## config.mk

```make
export PLATFORM = sky130hd
export DESIGN_NAME = axis_write_sched_flat
export DESIGN_NICKNAME = d
export VERILOG_FILES = /design/src/rtl/axis_sched_pkg.sv /design/src/rtl/axis_write_sched_if.sv /design/src/rtl/rr_arbiter.sv /design/src/rtl/axis_write_sched.sv /design/src/flat_wrapper.sv
export SDC_FILE = /design/constraint.sdc
export NUM_CORES = 1
export LEC_CHECK = 0
export ABC_AREA = 1
export BUFFER_PORTS_ARGS = -buffer_cell sky130_fd_sc_hd__buf_2
export CAP_MARGIN = 5
export CORE_MARGIN = 10
export CORE_UTILIZATION = 49
export CTS_BUF_LIST = sky130_fd_sc_hd__clkbuf_4 sky130_fd_sc_hd__clkbuf_8
export DETAILED_ROUTE_END_ITERATION = 8
export GPL_TIMING_DRIVEN = 0
export PLACE_DENSITY_LB_ADDON = 0.15
export SLEW_MARGIN = 20
export SYNTH_ARGS = -nofsm -noshare
export SYNTH_HDL_FRONTEND = slang
export SYNTH_SLANG_ARGS = --single-unit
```

## constraint.sdc

```tcl
create_clock -name clk -period 3.8 [get_ports clk]
set_input_delay 0.76 -clock clk [delete_from_list [all_inputs] [get_ports clk]]
set_output_delay 0.76 -clock clk [all_outputs]
set_load 0.02 [all_outputs]
```

## src/rtl/axis_sched_pkg.sv

```systemverilog
// rtl/axis_sched_pkg.sv - shared state encodings and width helper for the stream schedulers
package axis_sched_pkg;

    typedef enum logic [4:0] {
        S_IDLE = 5'b00001,
        S_ID   = 5'b00010,
        S_ADDR = 5'b00100,
        S_LEN  = 5'b01000,
        S_GAP  = 5'b10000
    } sched_state_e;

    // Index width for n requesters, never narrower than one bit.
    function automatic int idx_width(input int n);
        return (n > 1) ? $clog2(n) : 1;
    endfunction

endpackage

```

## src/rtl/axis_write_sched_if.sv

```systemverilog
// rtl/axis_write_sched_if.sv - requester, config-bus and completion signals of the write scheduler
interface axis_write_sched_if #(
    parameter int NREQ       = 4,
    parameter int CFG_AWIDTH = 5,
    parameter int CFG_DWIDTH = 32
);
    import axis_sched_pkg::*;

    localparam int GW = idx_width(NREQ);

    logic [NREQ-1:0]            req_valid;
    logic [NREQ-1:0]            req_ready;
    logic [NREQ*CFG_DWIDTH-1:0] req_addr;
    logic [NREQ*CFG_DWIDTH-1:0] req_len;
    logic [CFG_AWIDTH-1:0]      cfg_addr;
    logic [CFG_DWIDTH-1:0]      cfg_data;
    logic                       cfg_valid;
    logic                       xfer_done;
    logic [GW-1:0]              grant_id;
    logic [3:0]                 outstanding;
    logic                       busy;
    logic                       err_done;

    modport master (
        input  req_valid, req_addr, req_len, xfer_done,
        output req_ready, cfg_addr, cfg_data, cfg_valid, grant_id, outstanding, busy, err_done
    );

    modport slave (
        output req_valid, req_addr, req_len, xfer_done,
        input  req_ready, cfg_addr, cfg_data, cfg_valid, grant_id, outstanding, busy, err_done
    );

endinterface

```

## src/rtl/rr_arbiter.sv

```systemverilog
// rtl/rr_arbiter.sv - round-robin arbiter: first requester at or after the pointer wins
module rr_arbiter
    import axis_sched_pkg::*;
#(
    parameter int NREQ = 4,
    localparam int IW  = idx_width(NREQ)
) (
    input  logic            clk,
    input  logic            rst,
    input  logic [NREQ-1:0] req_i,
    input  logic            advance_i,
    output logic [NREQ-1:0] grant_o,
    output logic [IW-1:0]   grant_idx_o,
    output logic            any_o
);

    logic [IW-1:0] ptr_q;

    always_comb begin
        logic        found;
        logic [IW:0] cand;
        grant_o     = '0;
        grant_idx_o = '0;
        found       = 1'b0;
        cand        = '0;
        for (int k = 0; k < NREQ; k++) begin
            cand = {1'b0, ptr_q} + (IW+1)'(k);
            if (cand >= (IW+1)'(NREQ)) cand = cand - (IW+1)'(NREQ);
            if (!found && req_i[cand[IW-1:0]]) begin
                found                  = 1'b1;
                grant_o[cand[IW-1:0]]  = 1'b1;
                grant_idx_o            = cand[IW-1:0];
            end
        end
    end

    assign any_o = |req_i;

    always_ff @(posedge clk) begin
        if (rst) begin
            ptr_q <= '0;
        end else if (advance_i && any_o) begin
            ptr_q <= (grant_idx_o == IW'(NREQ-1)) ? '0 : grant_idx_o + 1'b1;
        end
    end

endmodule

```

## src/rtl/axis_write_sched.sv

```systemverilog
// rtl/axis_write_sched.sv - replays granted {addr,len} descriptors as ID/addr/len config words
module axis_write_sched
    import axis_sched_pkg::*;
#(
    parameter int NREQ       = 4,
    parameter int CFG_ID     = 1,
    parameter int CFG_ADDR   = 23,
    parameter int CFG_DATA   = 24,
    parameter int CFG_AWIDTH = 5,
    parameter int CFG_DWIDTH = 32,
    parameter int CFG_GAP    = 4,
    parameter int MAX_OUT    = 2
) (
    input  logic                   clk,
    input  logic                   rst,
    axis_write_sched_if.master     bus
);

    localparam int GW  = idx_width(NREQ);
    localparam int GCW = $clog2(CFG_GAP);

    sched_state_e          state_q;
    logic [CFG_DWIDTH-1:0] addr_q, len_q;
    logic [GCW-1:0]        gap_q;
    logic [3:0]            out_q, out_d;
    logic [NREQ-1:0]       req_ready_q;
    logic                  cfg_valid_q;
    logic [CFG_AWIDTH-1:0] cfg_addr_q;
    logic [CFG_DWIDTH-1:0] cfg_data_q;
    logic [GW-1:0]         grant_id_q;
    logic                  busy_q, err_q;

    logic [NREQ-1:0]       grant;
    logic [GW-1:0]         gidx;
    logic                  any_req, can_grant, inc, err_set, active_d;
    logic [CFG_DWIDTH-1:0] sel_addr, sel_len;

    assign can_grant = (state_q == S_IDLE) && any_req && (out_q < 4'(MAX_OUT));

    rr_arbiter #(.NREQ(NREQ)) u_arb (
        .clk         (clk),
        .rst         (rst),
        .req_i       (bus.req_valid),
        .advance_i   (can_grant),
        .grant_o     (grant),
        .grant_idx_o (gidx),
        .any_o       (any_req)
    );

    always_comb begin
        sel_addr = '0;
        sel_len  = '0;
        for (int i = 0; i < NREQ; i++) begin
            if (gidx == GW'(i)) begin
                sel_addr = bus.req_addr[i*CFG_DWIDTH +: CFG_DWIDTH];
                sel_len  = bus.req_len[i*CFG_DWIDTH +: CFG_DWIDTH];
            end
        end
    end

    // A completion that coincides with the issuing S_LEN cancels the increment.
    assign inc     = (state_q == S_LEN);
    assign err_set = bus.xfer_done && !inc && (out_q == 4'd0);

    always_comb begin
        out_d = out_q;
        if (inc && !bus.xfer_done)
            out_d = out_q + 4'd1;
        else if (!inc && bus.xfer_done && out_q != 4'd0)
            out_d = out_q - 4'd1;
    end

    always_comb begin
        active_d = 1'b1;
        unique case (state_q)
            S_IDLE:  active_d = can_grant && (sel_len != '0);
            S_GAP:   active_d = (gap_q != '0);
            default: active_d = 1'b1;
        endcase
    end

    always_ff @(posedge clk) begin
        if (rst) begin
            state_q     <= S_IDLE;
            addr_q      <= '0;
            len_q       <= '0;
            gap_q       <= '0;
            out_q       <= '0;
            req_ready_q <= '0;
            cfg_valid_q <= 1'b0;
            cfg_addr_q  <= '0;
            cfg_data_q  <= '0;
            grant_id_q  <= '0;
            busy_q      <= 1'b0;
            err_q       <= 1'b0;
        end else begin
            req_ready_q <= '0;
            cfg_valid_q <= 1'b0;
            cfg_addr_q  <= '0;
            cfg_data_q  <= '0;
            out_q       <= out_d;
            busy_q      <= active_d || (out_d != 4'd0);
            if (err_set) err_q <= 1'b1;
            unique case (state_q)
                S_IDLE: begin
                    if (can_grant) begin
                        req_ready_q <= grant;
                        grant_id_q  <= gidx;
                        addr_q      <= sel_addr;
                        len_q       <= sel_len;
                        if (sel_len != '0) state_q <= S_ID;
                    end
                end
                S_ID: begin
                    cfg_valid_q <= 1'b1;
                    cfg_addr_q  <= CFG_AWIDTH'(CFG_ADDR);
                    cfg_data_q  <= CFG_DWIDTH'(CFG_ID);
                    state_q     <= S_ADDR;
                end
                S_ADDR: begin
                    cfg_valid_q <= 1'b1;
                    cfg_addr_q  <= CFG_AWIDTH'(CFG_DATA);
                    cfg_data_q  <= addr_q;
                    state_q     <= S_LEN;
                end
                S_LEN: begin
                    cfg_valid_q <= 1'b1;
                    cfg_addr_q  <= CFG_AWIDTH'(CFG_DATA);
                    cfg_data_q  <= len_q;
                    gap_q       <= GCW'(CFG_GAP - 1);
                    state_q     <= S_GAP;
                end
                S_GAP: begin
                    if (gap_q == '0) state_q <= S_IDLE;
                    else             gap_q   <= gap_q - 1'b1;
                end
                default: state_q <= S_IDLE;
            endcase
        end
    end

    assign bus.req_ready   = req_ready_q;
    assign bus.cfg_valid   = cfg_valid_q;
    assign bus.cfg_addr    = cfg_addr_q;
    assign bus.cfg_data    = cfg_data_q;
    assign bus.grant_id    = grant_id_q;
    assign bus.outstanding = out_q;
    assign bus.busy        = busy_q;
    assign bus.err_done    = err_q;

endmodule

```

## src/flat_wrapper.sv

```systemverilog
// flat-port wrapper written by rule: the top's interface ports become plain ports
module axis_write_sched_flat import axis_sched_pkg::*;
#(
    parameter int NREQ       = 4,
    parameter int CFG_ID     = 1,
    parameter int CFG_ADDR   = 23,
    parameter int CFG_DATA   = 24,
    parameter int CFG_AWIDTH = 5,
    parameter int CFG_DWIDTH = 32,
    parameter int CFG_GAP    = 4,
    parameter int MAX_OUT    = 2
)
  (clk, rst, bus_req_valid, bus_req_addr, bus_req_len, bus_xfer_done, bus_req_ready, bus_cfg_addr, bus_cfg_data, bus_cfg_valid, bus_grant_id, bus_outstanding, bus_busy, bus_err_done);
  axis_write_sched_if #(.NREQ(NREQ), .CFG_AWIDTH(CFG_AWIDTH), .CFG_DWIDTH(CFG_DWIDTH)) bus_i ();
  input  logic clk;
  input  logic rst;
  input wire logic [$bits(bus_i.req_valid)-1:0] bus_req_valid;
  input wire logic [$bits(bus_i.req_addr)-1:0] bus_req_addr;
  input wire logic [$bits(bus_i.req_len)-1:0] bus_req_len;
  input wire logic [$bits(bus_i.xfer_done)-1:0] bus_xfer_done;
  output wire logic [$bits(bus_i.req_ready)-1:0] bus_req_ready;
  output wire logic [$bits(bus_i.cfg_addr)-1:0] bus_cfg_addr;
  output wire logic [$bits(bus_i.cfg_data)-1:0] bus_cfg_data;
  output wire logic [$bits(bus_i.cfg_valid)-1:0] bus_cfg_valid;
  output wire logic [$bits(bus_i.grant_id)-1:0] bus_grant_id;
  output wire logic [$bits(bus_i.outstanding)-1:0] bus_outstanding;
  output wire logic [$bits(bus_i.busy)-1:0] bus_busy;
  output wire logic [$bits(bus_i.err_done)-1:0] bus_err_done;
  assign bus_i.req_valid = bus_req_valid;
  assign bus_i.req_addr = bus_req_addr;
  assign bus_i.req_len = bus_req_len;
  assign bus_i.xfer_done = bus_xfer_done;
  assign bus_req_ready = bus_i.req_ready;
  assign bus_cfg_addr = bus_i.cfg_addr;
  assign bus_cfg_data = bus_i.cfg_data;
  assign bus_cfg_valid = bus_i.cfg_valid;
  assign bus_grant_id = bus_i.grant_id;
  assign bus_outstanding = bus_i.outstanding;
  assign bus_busy = bus_i.busy;
  assign bus_err_done = bus_i.err_done;
  axis_write_sched #(.NREQ(NREQ), .CFG_ID(CFG_ID), .CFG_ADDR(CFG_ADDR), .CFG_DATA(CFG_DATA), .CFG_AWIDTH(CFG_AWIDTH), .CFG_DWIDTH(CFG_DWIDTH), .CFG_GAP(CFG_GAP), .MAX_OUT(MAX_OUT)) u_core (.clk(clk), .rst(rst), .bus(bus_i));
endmodule
```

==> impl_results.md, run 1 <==
* Slew HR at 52.8%
* FMAX at 280 MHz
* Clock latency on the worst-skew pair at 0.44 ns
* Net switching fraction of the power at a little under three fifths
* CTS H-tree depth at 4
* Port buffer count at 311
* Setup violators final at 0
* Final TNS setup at 0 ns
* Crit share post-route at 94.0%
* Worst setup EP type: register
* Final hold viol count at 0
* Mapped Avg Cell Area at ~6.5 um2
* Largest net degree at the start of global routing at 17
* Starting Density at 49.8%
* Status: complete, no violations
* Num rows at 43
* Initial antenna violation count at 0
* CP max FO at 10
* Synthesized flop and latch total at 121
* Initial DRC count at 685
* Worst Slack Setup Final at 0.228 ns
* Pwr Density at 1260 nW/um2
* Via Count at 8469
* Fin crit period at approximately 3.6 ns
* Wirelength, routed at about 28 mm
* Distinct cell type count after synthesis at 38
* Overflow left after global routing at 0
* Hold Crit Class: reg2reg
* Hold path startpoint: u_core.len_q[12]$_SDFFE_PP0P_
* Crit. Startpoint: u_core.u_arb.ptr_q[1]$_SDFFE_PP0P_
* Critical R2R Launch: u_core.u_arb.ptr_q[1]$_SDFFE_PP0P_
* Clock Power Share at about a tenth
* Synth warnings at 0
* Die area at 19200 um2
* Data required, critical path at 4.09 ns
* Hold Buf Count CTS at 0
* Crit path to: u_core.bus.busy$_SDFF_PP0_
* CTS Root Buffer Type: clkbuf_8
* Area Overhead vs Synth at 35.0%
* Routed Antenna Nets at 0
* Core ar. at 13800 um2
* RePlAce Congestion at between 0.9 and 1
* Crit start category: register
* Switch Pwr at 6.49 mW
* TritonCTS sink count at ~120
* Pre-CTS setup slack at -0.576 ns
* RR Endpoint: u_core.bus.busy$_SDFF_PP0_
* Syn_nets at 1327
* TritonCTS Buffers at 17
* Fill cells at 1343
* Overall power at roughly 12 mW
* First-pass GRT wire length at 41.1 mm
* Multi-input gate area at 3980 um2
* Max_cap viols at 0
* Total Routing Usage GR at 26.3%
* Mapped Cells at 1053
* Vias/cell at 5.35
* Nets at approximately 1700
* First-pass iteration count of the detailed router at 5
* CTS clk-pin slew, worst paths at roughly 0.090 ns
* FF+latch area at 2430 um2
* Pins Over Slew Limit at 0
* Combinational Power Share at roughly 75%
* Antenna Diode Count at 0
* Reg2reg setup slack at 0.23 ns
* Actual slew at the worst max-slew pin at around 0.7 ns
* Detailed Place HPWL at around 22 mm
* Worst Path Class, Setup: reg2reg
* Clk buf depth at 2
* P_int at 5.25 mW
* Reg2reg path depth at 25
* Drt drc at 0
* Die width at 139 um
* CTS tree: done
* Area of the mapped netlist at 6880 um2
* Data arrival, critical path at 3.86 ns
* Layout cells sized above 1 at 31.8%
* Vias in the first global route at 7791
* WL/cell at about 18 um
* Max IR drop VDD at between 800 and 900 uV
* Sequential fraction of the synthesis area at 35.2%
* Final Skew at 0.0129 ns
* Ports at roughly 310
* Die extent in y at approximately 140 um
* Leakage at 4.47 nW
* Sequential share of power at 15.1%
[what timing repair did]
action	CTS	global route
endpoints found under the setup margin	33	16
pin swaps	2	7
cloned	0	0
buffers inserted	2	7
gates resized for setup	18	33
[how the worst min path moves through the flow]
stage | end | slack [ns] | cells after the start
after detailed placement | u_core.bus.err_done$_SDFFE_PP0P_ | 0.45 | 1
after global placement | u_core.bus.err_done$_SDFFE_PP0P_ | 0.44 | 1
after global routing | u_core.bus.cfg_data[29]$_SDFF_PP0_ | 0.49 | 2
after CTS | u_core.bus.cfg_data[12]$_SDFF_PP0_ | 0.46 | 2
after floorplan | u_core.gap_q[0]$_SDFFE_PP0P_ | 0.43 | 1
final | u_core.bus.cfg_data[12]$_SDFF_PP0_ | 0.46 | 2
[flip-flops by register name (all words and copies together) (netlist names)]
signal / count
u_core.addr_q: 32
u_core.bus.cfg_data: 32
u_core.len_q: 32
u_core.state_q: 5
u_core.bus.outstanding: 4
u_core.bus.req_ready: 4
u_core.bus.cfg_addr: 3
u_core.bus.grant_id: 2
u_core.gap_q: 2
u_core.u_arb.ptr_q: 2
u_core.bus.busy: 1
u_core.bus.cfg_valid: 1
u_core.bus.err_done: 1
[power groups by stage]
stage                     Clock (mW)  Combinational (mW)  Sequential [mW]
after floorplan                    0                5.73             1.78
final                           1.18                8.79             1.78
after detailed placement           0                8.04             1.79
after global routing            1.23                9.64             1.80
after global placement             0                8.01             1.79
after CTS                       1.18                8.24             1.77
[critical path: stages (launching register included)]
cell and delay [ns]:
dfxtp_2 0.40, inv_1 0.12, ha_4 0.30, inv_1 0.07
nand2_1 0.08, o21ai_2 0.07, nor2_2 0.16, nand3_2 0.10
o211ai_1 0.21, buf_4 0.17, inv_1 0.06, ha_1 0.19
buf_6 0.14, inv_2 0.05, nor2_2 0.04, buf_2 0.19
nand2_1 0.12, nand2_1 0.08, a21boi_2 0.17, nand2_1 0.09
nor2_1 0.09, nand2_1 0.07, nor2_2 0.17, nand3_2 0.11
nand3_1 0.09, a21oi_1 0.10
[routing by layer]
layer / GRT usage, % / share of wire (%) / vias up
li1: - / - / 4207
met1: 33.1 / 42 / 3863
met2: 44.4 / 49 / 354
met3: 6.23 / 7.9 / 45
met4: 5.99 / 1.8 / 0
met5: 0 / 0 / -
[area by class of cell]
cell class / instances / area share [%]
multi-input combinational: 799 / 42.8
sequential: 121 / 26.1
timing repair buffer: 320 / 17.6
buffer: 82 / 4.67
clock buffer: 17 / 2.52
tap: 180 / 2.42
inverter: 50 / 2.05
clock inverter: 15 / 1.78
[cell usage after synthesis, drive strengths merged]
| cell type | n | area [um2] |
|---|---|---|
| ha | 11 | 138 |
| o21a | 2 | 15.0 |
| nor3 | 3 | 20.0 |
| inv | 49 | 184 |
| clkbuf | 40 | 150 |
| buf | 43 | 273 |
| nand2 | 230 | 868 |
| a31oi | 2 | 12.5 |
| nor4 | 3 | 33.8 |
| nor2 | 138 | 531 |
| nand4 | 32 | 206 |
| o221ai | 4 | 35.0 |
| o211ai | 2 | 15.0 |
| a221oi | 1 | 8.76 |
| o21ai | 82 | 418 |
| xor2 | 3 | 26.3 |
| a21boi | 31 | 233 |
| clkinv | 1 | 3.75 |
| dfxtp | 121 | 2420 |
| or2 | 1 | 6.26 |
| a21oi | 232 | 1160 |
| nand3 | 21 | 110 |
| a211oi | 1 | 7.51 |
[metrics by stage]
stage | instance area [um2] | utilization [%] | hold slack [ns] | instances
final | 9290 | 67.2 | 0.463 | 1584
after global routing | 9290 | 67.2 | 0.492 | 1584
after CTS | 9120 | 66.0 | 0.460 | 1578
after detailed placement | 8660 | 62.7 | 0.448 | 1544
after global placement | 8660 | 62.7 | 0.444 | 1544
after floorplan | 6880 | - | 0.431 | 1053
[cells by family (layout without fill, tap and decap cells)]
family,count (synthesis),in the layout,synth area share [%]
buffers and inverters,133,484,8.87
AOI/OAI and AO/OA,357,357,27.7
xor gates and xnor gates,3,3,0.382
and+or+nand+nor,428,428,25.8
adders and majority gates,11,11,2.00
DFF,121,121,35.2
[cell usage in the layout (no fill, tap or decap), types with 8 or more instances in the layout]
master / instances
o21ai_0: 74
a21oi_1: 228
ha_1: 9
nand4_1: 31
clkbuf_8: 17
a21boi_2: 20
dfxtp_1: 119
buf_2: 334
clkbuf_1: 38
nand3_1: 19
nor2_1: 131
buf_6: 8
nand2_1: 227
buf_4: 13
inv_1: 42
a21boi_1: 11
(Power assumes the default switching activity.)
==> inputs of run 2 (changes only) <==
--- a/config.mk
+++ b/config.mk
@@ -14,6 +14,7 @@
 export DETAILED_ROUTE_END_ITERATION = 8
 export GPL_TIMING_DRIVEN = 0
 export PLACE_DENSITY_LB_ADDON = 0.15
+export REMOVE_ABC_BUFFERS = 1
 export SLEW_MARGIN = 20
 export SYNTH_ARGS = -nofsm -noshare
 export SYNTH_HDL_FRONTEND = slang
==> impl_results.md, run 2 (synthesis gave the netlist of run 1 again) <==
* Initial DRC count at 651 (was 685)
* Core ar. at 13800 um2 (unchanged)
* Placed Area at 8470 um2 (was 8660 um2)
* CTS clk-pin slew, worst paths at 0.07 ns (was 0.09 ns)
* Cells on Worst Hold Path at 2 (unchanged)
* Layout cells sized above 1 at 32.3% (was 31.8%)
* CTS H-tree depth at 4 (unchanged)
* Vias in the first global route at 7848 (was 7791)
* Die extent in y at 139 um (unchanged)
* Vias/cell at 5.48 (was 5.35)
* CP max FO at 19 (was 10)
* FF+latch area at 2430 um2 (about the same)
* Clock latency on the worst-skew pair at 0.45 ns (was 0.44 ns)
* RePlAce Congestion at 0.885 (was 0.920)
* Multi-input gate area at 4060 um2 (was 3980 um2)
* Worst Slack Setup Final at 0.151 ns (was 0.228 ns)
* Hold Buf Count CTS at 0 (unchanged)
* Actual slew at the worst max-slew pin at 1.07 ns (was 0.702 ns)
* Slowest Stage Delay on Critical Path at 0.38 ns (was 0.40 ns)
* Final hold viol count at 0 (unchanged)
* Die area at 19200 um2 (unchanged)
* Routed Antenna Nets at 0 (unchanged)
* Initial antenna violation count at 2 (was 0)
* Port buffer count at 312 (was 311)
* WL/cell at 18.5 um (was 17.7 um)
* CTS Root Buffer Type: clkbuf_8 (unchanged)
* Final Skew at 0.0122 ns (was 0.0129 ns)
* Worst setup EP type: register (unchanged)
* Ports at 313 (unchanged)
* Wirelength, routed at 28.2 mm (was 28.0 mm)
* Die width at 139 um (unchanged)
* Setup violators final at 0 (unchanged)
* Critical-path cell list: inv_1, ha_4, inv_1, o21ai_1, nor2_2, nand3_2, nand2_1, o21ai_4, inv_2, ha_4, buf_4, buf_6, nand2_1, a21boi_1, nand2_1, nor2_1, nand2_1, nor2_2, nand3_2, nand3_1, a21oi_1
* Pins Over Slew Limit at 0 (unchanged)
* Clk buf depth at 2 (unchanged)
* Largest net degree at the start of global routing at 100 (was 17)
* Leading cell types in the layout, fill and taps excluded: buf_2 (312), a21oi_1 (231), nand2_1 (226) (was buf_2 (334), a21oi_1 (228), nand2_1 (227))
* Data arrival, critical path at 3.94 ns (was 3.86 ns)
* Worst Path Class, Setup: reg2reg (unchanged)
* Overflow left after global routing at 0 (unchanged)
* Most common cell after layout, fill and taps aside: buf_2 (unchanged)
* CP max-delay cell: dfxtp_4 (was dfxtp_2)
* Max IR drop VDD at 1500 uV (was 815 uV)
* Via Count at 8361 (was 8469)
* FMAX at 274 MHz (was 280 MHz)
* CP most frequent cell: nand2_1 (unchanged)
* Leakage at 4.42 nW (was 4.47 nW)
* First-pass GRT wire length at 41.2 mm (was 41.1 mm)
* Crit share post-route at 96.0% (was 94.0%)
* First-pass iteration count of the detailed router at 5 (unchanged)
* Slew HR at 28.6% (was 52.8%)
* CTS tree: done (unchanged)
* Total Routing Usage GR at 26.0% (was 26.3%)
* TritonCTS Buffers at 17 (unchanged)
* Hold Crit Class: reg2reg (unchanged)
* Area Overhead vs Synth at 35.4% (was 35.0%)
* Pwr Density at 1300 nW/um2 (was 1260 nW/um2)
* Reg2reg path depth at 21 (was 25)
* Data required, critical path at 4.09 ns (about the same)
* Starting Density at 49.8% (unchanged)
* Status: complete, no violations (unchanged)
* Fill cells at 1324 (was 1343)
* Post-route cell area at 9320 um2 (was 9290 um2)
* CP bufs+invs at 5 (was 7)
* Drt drc at 0 (unchanged)
* TritonCTS sink count at 121 (unchanged)
* Delay-heaviest family, CP: simple AND/OR/NAND/NOR gates (unchanged)
* Fin crit period at 3.65 ns (was 3.57 ns)
* Stages on the worst setup path at 21 (was 25)
* Num rows at 43 (unchanged)
* Nets at 1603 (was 1665)
* Detailed Place HPWL at 18.1 mm (was 22.2 mm)
* Pre-CTS setup slack at -1.04 ns (was -0.576 ns)
* Max_cap viols at 0 (unchanged)
* Crit start category: register (unchanged)
-- run 2: changes by cell type in the layout (fill, tap and decap cells not counted), moves of 4 or more --
cell       previous run  this run
a21boi_1             11         5
a21boi_2             20        26
buf_16                0         4
buf_2               334       312
buf_6                 8         2
clkbuf_1             38         0
clkbuf_16             0         5
clkbuf_8             17        23
ha_4                  1         5
inv_1                42        38
inv_6                 5         0
-- run 2: what timing repair did --
action,in CTS,in global routing
cloned,1,5
buffers inserted,8,7
endpoints found under the setup margin,68,3
pin swaps,4,4
resized for setup,15,34
-- run 2: final cells by class --
cell class | count | area share (%)
Clock inverter | 7 | 0.940
Inverter | 50 | 2.18
Sequential cell | 121 | 26.1
Timing Repair Buffer | 339 | 21.2
Clock buffer | 25 | 3.56
Multi-Input combinational cell | 800 | 43.5
Tap cell | 180 | 2.42
Antenna cell | 3 | 0.0806
-- run 2: report_power, final --
group / switching, mW / internal, mW / leakage [nW] / total (mW)
sequential: 0.164 / 1.59 / 0.993 / 1.76
combinational: 5.87 / 3.30 / 3.21 / 9.17
clock: 0.505 / 0.698 / 0.219 / 1.20
-- run 2: metal layers --
metal  vias to the layer above  part of all wire (%)  track usage, %
li1                       4101                     -               -
met1                      3811                    40            29.8
met2                       406                    49            45.0
met3                        43                   9.7            9.38
met4                         0                   2.0            6.55
met5                         -                     0               0
-- run 2: worst reg2reg max path, delay by kind of cell (launching register included) --
kind | cells | cell delay (ns)
adders and majority gates | 2 | 0.57
and+or+nand+nor | 10 | 1.04
AOI/OAI and AO/OA | 4 | 0.80
buffers and inverters | 5 | 0.70
DFF | 1 | 0.38
-- run 2: worst paths after layout --
path	endpoint	from	slack (ns)
worst max-delay path	u_core.bus.busy$_SDFF_PP0_	u_core.u_arb.ptr_q[1]$_SDFFE_PP0P_	0.15
worst min-delay path	u_core.bus.cfg_data[15]$_SDFF_PP0_	u_core.len_q[15]$_SDFFE_PP0P_	0.46
worst max register to register	u_core.bus.busy$_SDFF_PP0_	u_core.u_arb.ptr_q[1]$_SDFFE_PP0P_	0.15
worst min register to register	u_core.bus.cfg_data[15]$_SDFF_PP0_	u_core.len_q[15]$_SDFFE_PP0P_	0.46
-- run 2: stage by stage --
step	hold slack, ns	total power, mW	cells	TNS (ns)	utilization (%)
after floorplan	0.432	7.02	970	-58.93	-
after global placement	0.444	8.34	1462	-198.20	59.6
after detailed placement	0.448	9.33	1469	-26.72	61.2
after CTS	0.456	11.0	1510	0	65.1
after global routing	0.473	13.1	1523	-0.102	67.3
final	0.459	12.1	1525	0	67.4
